$ cat config.mk
export PLATFORM = sky130hd
export DESIGN_NAME = mod_alu_interface_flat
export DESIGN_NICKNAME = d
export VERILOG_FILES = /design/src/rtl/mod_alu_interface_if.sv /design/src/rtl/mod_alu_interface.sv /design/src/flat_wrapper.sv
export SDC_FILE = /design/constraint.sdc
export NUM_CORES = 1
export LEC_CHECK = 0
export ABC_AREA = 1
export CAP_MARGIN = 20
export CELL_PAD_IN_SITES_DETAIL_PLACEMENT = 1
export CELL_PAD_IN_SITES_GLOBAL_PLACEMENT = 1
export CORE_MARGIN = 4
export CORE_UTILIZATION = 28
export DETAILED_ROUTE_END_ITERATION = 7
export PLACE_DENSITY_LB_ADDON = 0.05
export SLEW_MARGIN = 10
export SYNTH_ARGS = -nofsm -noshare
export SYNTH_HDL_FRONTEND = slang
export SYNTH_SLANG_ARGS = --single-unit
$ cat constraint.sdc
create_clock -name i_clk -period 1.38 [get_ports i_clk]
set_input_delay 0.276 -clock i_clk [delete_from_list [all_inputs] [get_ports i_clk]]
set_output_delay 0.276 -clock i_clk [all_outputs]
set_load 0.02 [all_outputs]
$ cat src/rtl/mod_alu_interface_if.sv
// Bus between the UART RX/TX pair, the ALU and the byte-stream front end.
// The slave modport is the front end; the master modport is the surrounding top level.
interface mod_alu_interface_if #(
    parameter int NB_DATA = 8,
    parameter int NB_OP   = 6
);
    logic [NB_DATA-1:0] i_rx_data;
    logic               i_rx_done;
    logic               i_tx_done;
    logic [NB_DATA-1:0] i_alu_res;
    logic [NB_DATA-1:0] o_alu_data_A;
    logic [NB_DATA-1:0] o_alu_data_B;
    logic [NB_OP-1:0]   o_alu_op;
    logic [NB_DATA-1:0] o_tx_data;
    logic               o_tx_start;
    logic               o_busy;
    logic               o_op_error;

    modport slave (
        input  i_rx_data, i_rx_done, i_tx_done, i_alu_res,
        output o_alu_data_A, o_alu_data_B, o_alu_op, o_tx_data,
               o_tx_start, o_busy, o_op_error
    );

    modport master (
        output i_rx_data, i_rx_done, i_tx_done, i_alu_res,
        input  o_alu_data_A, o_alu_data_B, o_alu_op, o_tx_data,
               o_tx_start, o_busy, o_op_error
    );
endinterface

$ cat src/rtl/mod_alu_interface.sv
// Collects operand A, operand B and opcode bytes, drives the ALU and hands its result to the UART TX.
// Optional opcode validation is enabled with the ALUIF_OPCHECK_EN macro.
module mod_alu_interface #(
    parameter int NB_DATA = 8,
    parameter int NB_OP   = 6
) (
    input  logic                 i_clk,
    input  logic                 i_reset,
    mod_alu_interface_if.slave   bus
);

    typedef enum logic [2:0] {
        S_A    = 3'd0,
        S_B    = 3'd1,
        S_OP   = 3'd2,
        S_CALC = 3'd3,
        S_TX   = 3'd4,
        S_WAIT = 3'd5
    } state_t;

    state_t             state_q;
    logic [NB_DATA-1:0] a_q;
    logic [NB_DATA-1:0] b_q;
    logic [NB_OP-1:0]   op_q;
    logic [NB_OP-1:0]   op_d;
    logic [NB_DATA-1:0] tx_data_q;
    logic               tx_start_q;

    // Only the low NB_OP bits of the opcode byte are meaningful to the ALU.
    assign op_d = bus.i_rx_data[NB_OP-1:0];

`ifdef ALUIF_OPCHECK_EN
    logic op_err_q;

    function automatic logic op_valid(input logic [NB_OP-1:0] op);
        case (op)
            6'b100000, 6'b100010, 6'b100100, 6'b100101,
            6'b100110, 6'b000011, 6'b000010, 6'b100111: op_valid = 1'b1;
            default:                                    op_valid = 1'b0;
        endcase
    endfunction
`endif

    always_ff @(posedge i_clk) begin
        if (i_reset) begin
            state_q    <= S_A;
            a_q        <= '0;
            b_q        <= '0;
            op_q       <= '0;
            tx_data_q  <= '0;
            tx_start_q <= 1'b0;
`ifdef ALUIF_OPCHECK_EN
            op_err_q   <= 1'b0;
`endif
        end else begin
            tx_start_q <= 1'b0;
`ifdef ALUIF_OPCHECK_EN
            op_err_q   <= 1'b0;
`endif
            case (state_q)
                S_A: if (bus.i_rx_done) begin
                    a_q     <= bus.i_rx_data;
                    state_q <= S_B;
                end
                S_B: if (bus.i_rx_done) begin
                    b_q     <= bus.i_rx_data;
                    state_q <= S_OP;
                end
                S_OP: if (bus.i_rx_done) begin
`ifdef ALUIF_OPCHECK_EN
                    // Rejected opcodes leave the previous opcode in place and restart collection.
                    if (op_valid(op_d)) begin
                        op_q    <= op_d;
                        state_q <= S_CALC;
                    end else begin
                        op_err_q <= 1'b1;
                        state_q  <= S_A;
                    end
`else
                    op_q    <= op_d;
                    state_q <= S_CALC;
`endif
                end
                // The ALU has had a full cycle to settle on the registered operands.
                S_CALC: begin
                    tx_data_q  <= bus.i_alu_res;
                    tx_start_q <= 1'b1;
                    state_q    <= S_TX;
                end
                S_TX:   state_q <= S_WAIT;
                S_WAIT: if (bus.i_tx_done) state_q <= S_A;
                default: state_q <= S_A;
            endcase
        end
    end

    assign bus.o_alu_data_A = a_q;
    assign bus.o_alu_data_B = b_q;
    assign bus.o_alu_op     = op_q;
    assign bus.o_tx_data    = tx_data_q;
    assign bus.o_tx_start   = tx_start_q;
    assign bus.o_busy       = (state_q == S_CALC) || (state_q == S_TX) || (state_q == S_WAIT);
`ifdef ALUIF_OPCHECK_EN
    assign bus.o_op_error   = op_err_q;
`else
    assign bus.o_op_error   = 1'b0;
`endif

endmodule

$ cat src/flat_wrapper.sv
// flat-port wrapper written by rule: the top's interface ports become plain ports
module mod_alu_interface_flat 
#(
    parameter int NB_DATA = 8,
    parameter int NB_OP   = 6
)
  (i_clk, i_reset, bus_i_rx_data, bus_i_rx_done, bus_i_tx_done, bus_i_alu_res, bus_o_alu_data_A, bus_o_alu_data_B, bus_o_alu_op, bus_o_tx_data, bus_o_tx_start, bus_o_busy, bus_o_op_error);
  mod_alu_interface_if #(.NB_DATA(NB_DATA), .NB_OP(NB_OP)) bus_i ();
  input  logic i_clk;
  input  logic i_reset;
  input wire logic [$bits(bus_i.i_rx_data)-1:0] bus_i_rx_data;
  input wire logic [$bits(bus_i.i_rx_done)-1:0] bus_i_rx_done;
  input wire logic [$bits(bus_i.i_tx_done)-1:0] bus_i_tx_done;
  input wire logic [$bits(bus_i.i_alu_res)-1:0] bus_i_alu_res;
  output wire logic [$bits(bus_i.o_alu_data_A)-1:0] bus_o_alu_data_A;
  output wire logic [$bits(bus_i.o_alu_data_B)-1:0] bus_o_alu_data_B;
  output wire logic [$bits(bus_i.o_alu_op)-1:0] bus_o_alu_op;
  output wire logic [$bits(bus_i.o_tx_data)-1:0] bus_o_tx_data;
  output wire logic [$bits(bus_i.o_tx_start)-1:0] bus_o_tx_start;
  output wire logic [$bits(bus_i.o_busy)-1:0] bus_o_busy;
  output wire logic [$bits(bus_i.o_op_error)-1:0] bus_o_op_error;
  assign bus_i.i_rx_data = bus_i_rx_data;
  assign bus_i.i_rx_done = bus_i_rx_done;
  assign bus_i.i_tx_done = bus_i_tx_done;
  assign bus_i.i_alu_res = bus_i_alu_res;
  assign bus_o_alu_data_A = bus_i.o_alu_data_A;
  assign bus_o_alu_data_B = bus_i.o_alu_data_B;
  assign bus_o_alu_op = bus_i.o_alu_op;
  assign bus_o_tx_data = bus_i.o_tx_data;
  assign bus_o_tx_start = bus_i.o_tx_start;
  assign bus_o_busy = bus_i.o_busy;
  assign bus_o_op_error = bus_i.o_op_error;
  mod_alu_interface #(.NB_DATA(NB_DATA), .NB_OP(NB_OP)) u_core (.i_clk(i_clk), .i_reset(i_reset), .bus(bus_i));
endmodule
==> impl_metrics.toml <==
[layout]
finalInstanceArea_mm2 = 0.00193
multi_input_area_um2 = 493
mostFrequentLayoutCells = "69 x nor2_1, 32 x dfxtp_1, 31 x o21ai_0, 31 x dlygate4sd2_1, 19 x clkdlybuf4s50_1"
final_common_cell = "nor2_1"
final_cells = 279
drive_gt1_share_pct = 10.0
ff_latch_area_um2 = 683
syn_to_final_growth_pct = 55.7
diodes = 0
layout.nets = 248
finalCoreUtilization_pct = 46.6
fillers = 523

[cts]
cts_buffers = 5
clk_pin_slew_ns = 0.07
postCtsSetupBuffers = 0
cts-root-buf = "clkbuf_8"
cts_sinks = 34
max-clock-path-buffers = 2
cts-htree-levels = 2
cts_tree = "yes"
ctsHoldBuffers = 0
insertion_delay_ns = 0.29

[global_route]
antenna_found_initial = 0
first_global_vias = 1385
grt_pass1_wl_um = 6060
grt.total_usage_pct = 14.4
grt_max_degree = 25
grt_remaining_overflow = 0

[synthesis]
yosysSeqAreaShare_pct = 54.9
synthDistinctLibCells = 17
synth_cells = 167
yosys.area.top_type_share_pct = 54.9
syn_nets = 187
post-synth-top-area-cell = "dfxtp_1"
synthTopCellsByArea = "dfxtp_1 55%, nor2_1 21%, o21ai_0 13%"
ys_warn_count = 0
avgSynthCellArea_um2 = 7.42
ys_ff_latch = 34
synth_area_mm2 = 0.00124

[placement]
place_congestion = 0.824
dp.cells = 271
port-buffer-count = 51
placed_area_mm2 = 0.00186
dpl_worst_slack_ns = -0.143
hpwl_um = 2880

[route]
vias_per_cell = 4.67
routed_wl_um = 3590
routedWlPerCell_um = 12.9
drcViolationCount = 0
first_pass_iters = 3
drtIter0Drc = 26
num_vias = 1304
detail-route-antenna-nets = 0

[critical_path]
end_kind = "output port"
worstSetupStartpoint = "u_core.state_q[1]$_SDFFE_PP0P_"
crit_path_max_incr_delay_ns = 0.33
crit_required_ns = 1.10
r2r-start = "u_core.state_q[2]$_SDFFE_PP0P_"
cp.arrival_ns = 1.03
slowest_stage = "dfxtp_2"
path_buf_inv = 2
cp_max_fo = 3
critPathTopFamily = "flip-flops"
criticalPathCategory = "flip-flop to output port"
crit_path_cell_trace = "nand2_1, nand2_1, o21ai_1, inv_1, buf_4"
path_common_cell = "nand2_1"
startpoint_type = "flip-flop"

[worst_hold_path]
hp-start = "u_core.bus.o_alu_data_B[1]$_SDFFE_PP0P_"
min_path_type = "flip-flop to flip-flop"

[floorplan]
row_count = 23
ios = 53
coreArea_mm2 = 0.00414
die_x_um = 74.5
die_height_um = 74.5
dieArea_mm2 = 0.00556
initial_core_util_pct = 29.9

[timing]
hold_slack_ns = 0.478
final-setup-viol-count = 0
setup_tns_ns = 0
setup_ws_ns = 0.0695
drv_slew = 0
rsz0062_at_grt = "true"
hold_viol_final = 0
fmax_ghz = 0.763
finalCriticalPeriod_ns = 1.31
finClkSkew_ns = 0.00339
final.period_utilization_pct = 95.0

[power]
leakagePower_nw = 0.933
ir_worst_vdd_uv = 612
total_power_mw = 2.55
power.density_mw_per_mm2 = 1320

[flow_run]
max-cap-violations = 0

[status]
status = "completed"
Yosys cell counts:
cell       n
a21oi_1    1
clkbuf_1   2
inv_1      7
a31oi_1    1
nand4_1    1
dfxtp_1   34
nor2_1    69
nand2_2    2
buf_1      1
conb_1     1
clkinv_2   1
nand2_1    8
buf_2      1
nand3_1    2
inv_2      3
buf_4      1
o21ai_0   32
sequential cells by signal (all words and copies together), names as in the netlist:
signal                   flops
u_core.bus.o_alu_data_A      8
u_core.bus.o_alu_data_B      8
u_core.bus.o_tx_data         8
u_core.bus.o_alu_op          6
u_core.state_q               3
u_core.bus.o_tx_start        1
worst reg2reg max path, stage by stage (launching register included):
cell,delay (ns)
dfxtp_2,0.32
inv_2,0.06
buf_4,0.13
nand3_1,0.18
buf_4,0.21
o21ai_0,0.17
nor2_1,0.06
kinds of logic (layout without fill, tap and decap cells):
kind of cell           after synthesis  after routing  synth area share, %
buffers and inverters               16             78                 5.35
DFF                                 34             34                 54.9
AOI/OAI and AO/OA                   34             34                 13.8
other                                1              1                0.302
and+or+nand+nor                     82             82                 25.6
layout make-up:
| class | instances | area share, % |
|---|---|---|
| clock buffer | 7 | 3.95 |
| clock inverter | 1 | 1.56 |
| inverter | 11 | 2.27 |
| multi-input combinational | 117 | 25.5 |
| sequential | 34 | 35.4 |
| tap | 50 | 3.24 |
| timing repair buffer | 59 | 28.1 |
report_power, final:
part | internal (mW) | switching (mW) | total (mW) | leakage (nW)
logic | 0.222 | 0.312 | 0.534 | 0.601
registers | 1.07 | 0.0411 | 1.11 | 0.279
clock network | 0.540 | 0.363 | 0.904 | 0.0524
metal layers:
layer	global-route usage, %	wire [um]
met1	14.9	1430
met2	26.8	1870
met3	4.32	216
met4	5.93	65
met5	0	0
worst paths after layout:
check | to | slack, ns | cells past startpoint
max | bus_o_busy | 0.07 | 5
min | u_core.bus.o_alu_data_B[1]$_SDFFE_PP0P_ | 0.48 | 2
max reg2reg | u_core.bus.o_tx_data[7]$_SDFFE_PP0P_ | 0.15 | 6
min reg2reg | u_core.bus.o_alu_data_B[1]$_SDFFE_PP0P_ | 0.48 | 2
what timing repair did:
action                     4_1_cts  5_1_grt
gates resized for setup         35        5
hold endpoints to repair         0        0
setup endpoints to repair       32        9
Power figures use the tool's default switching activity.
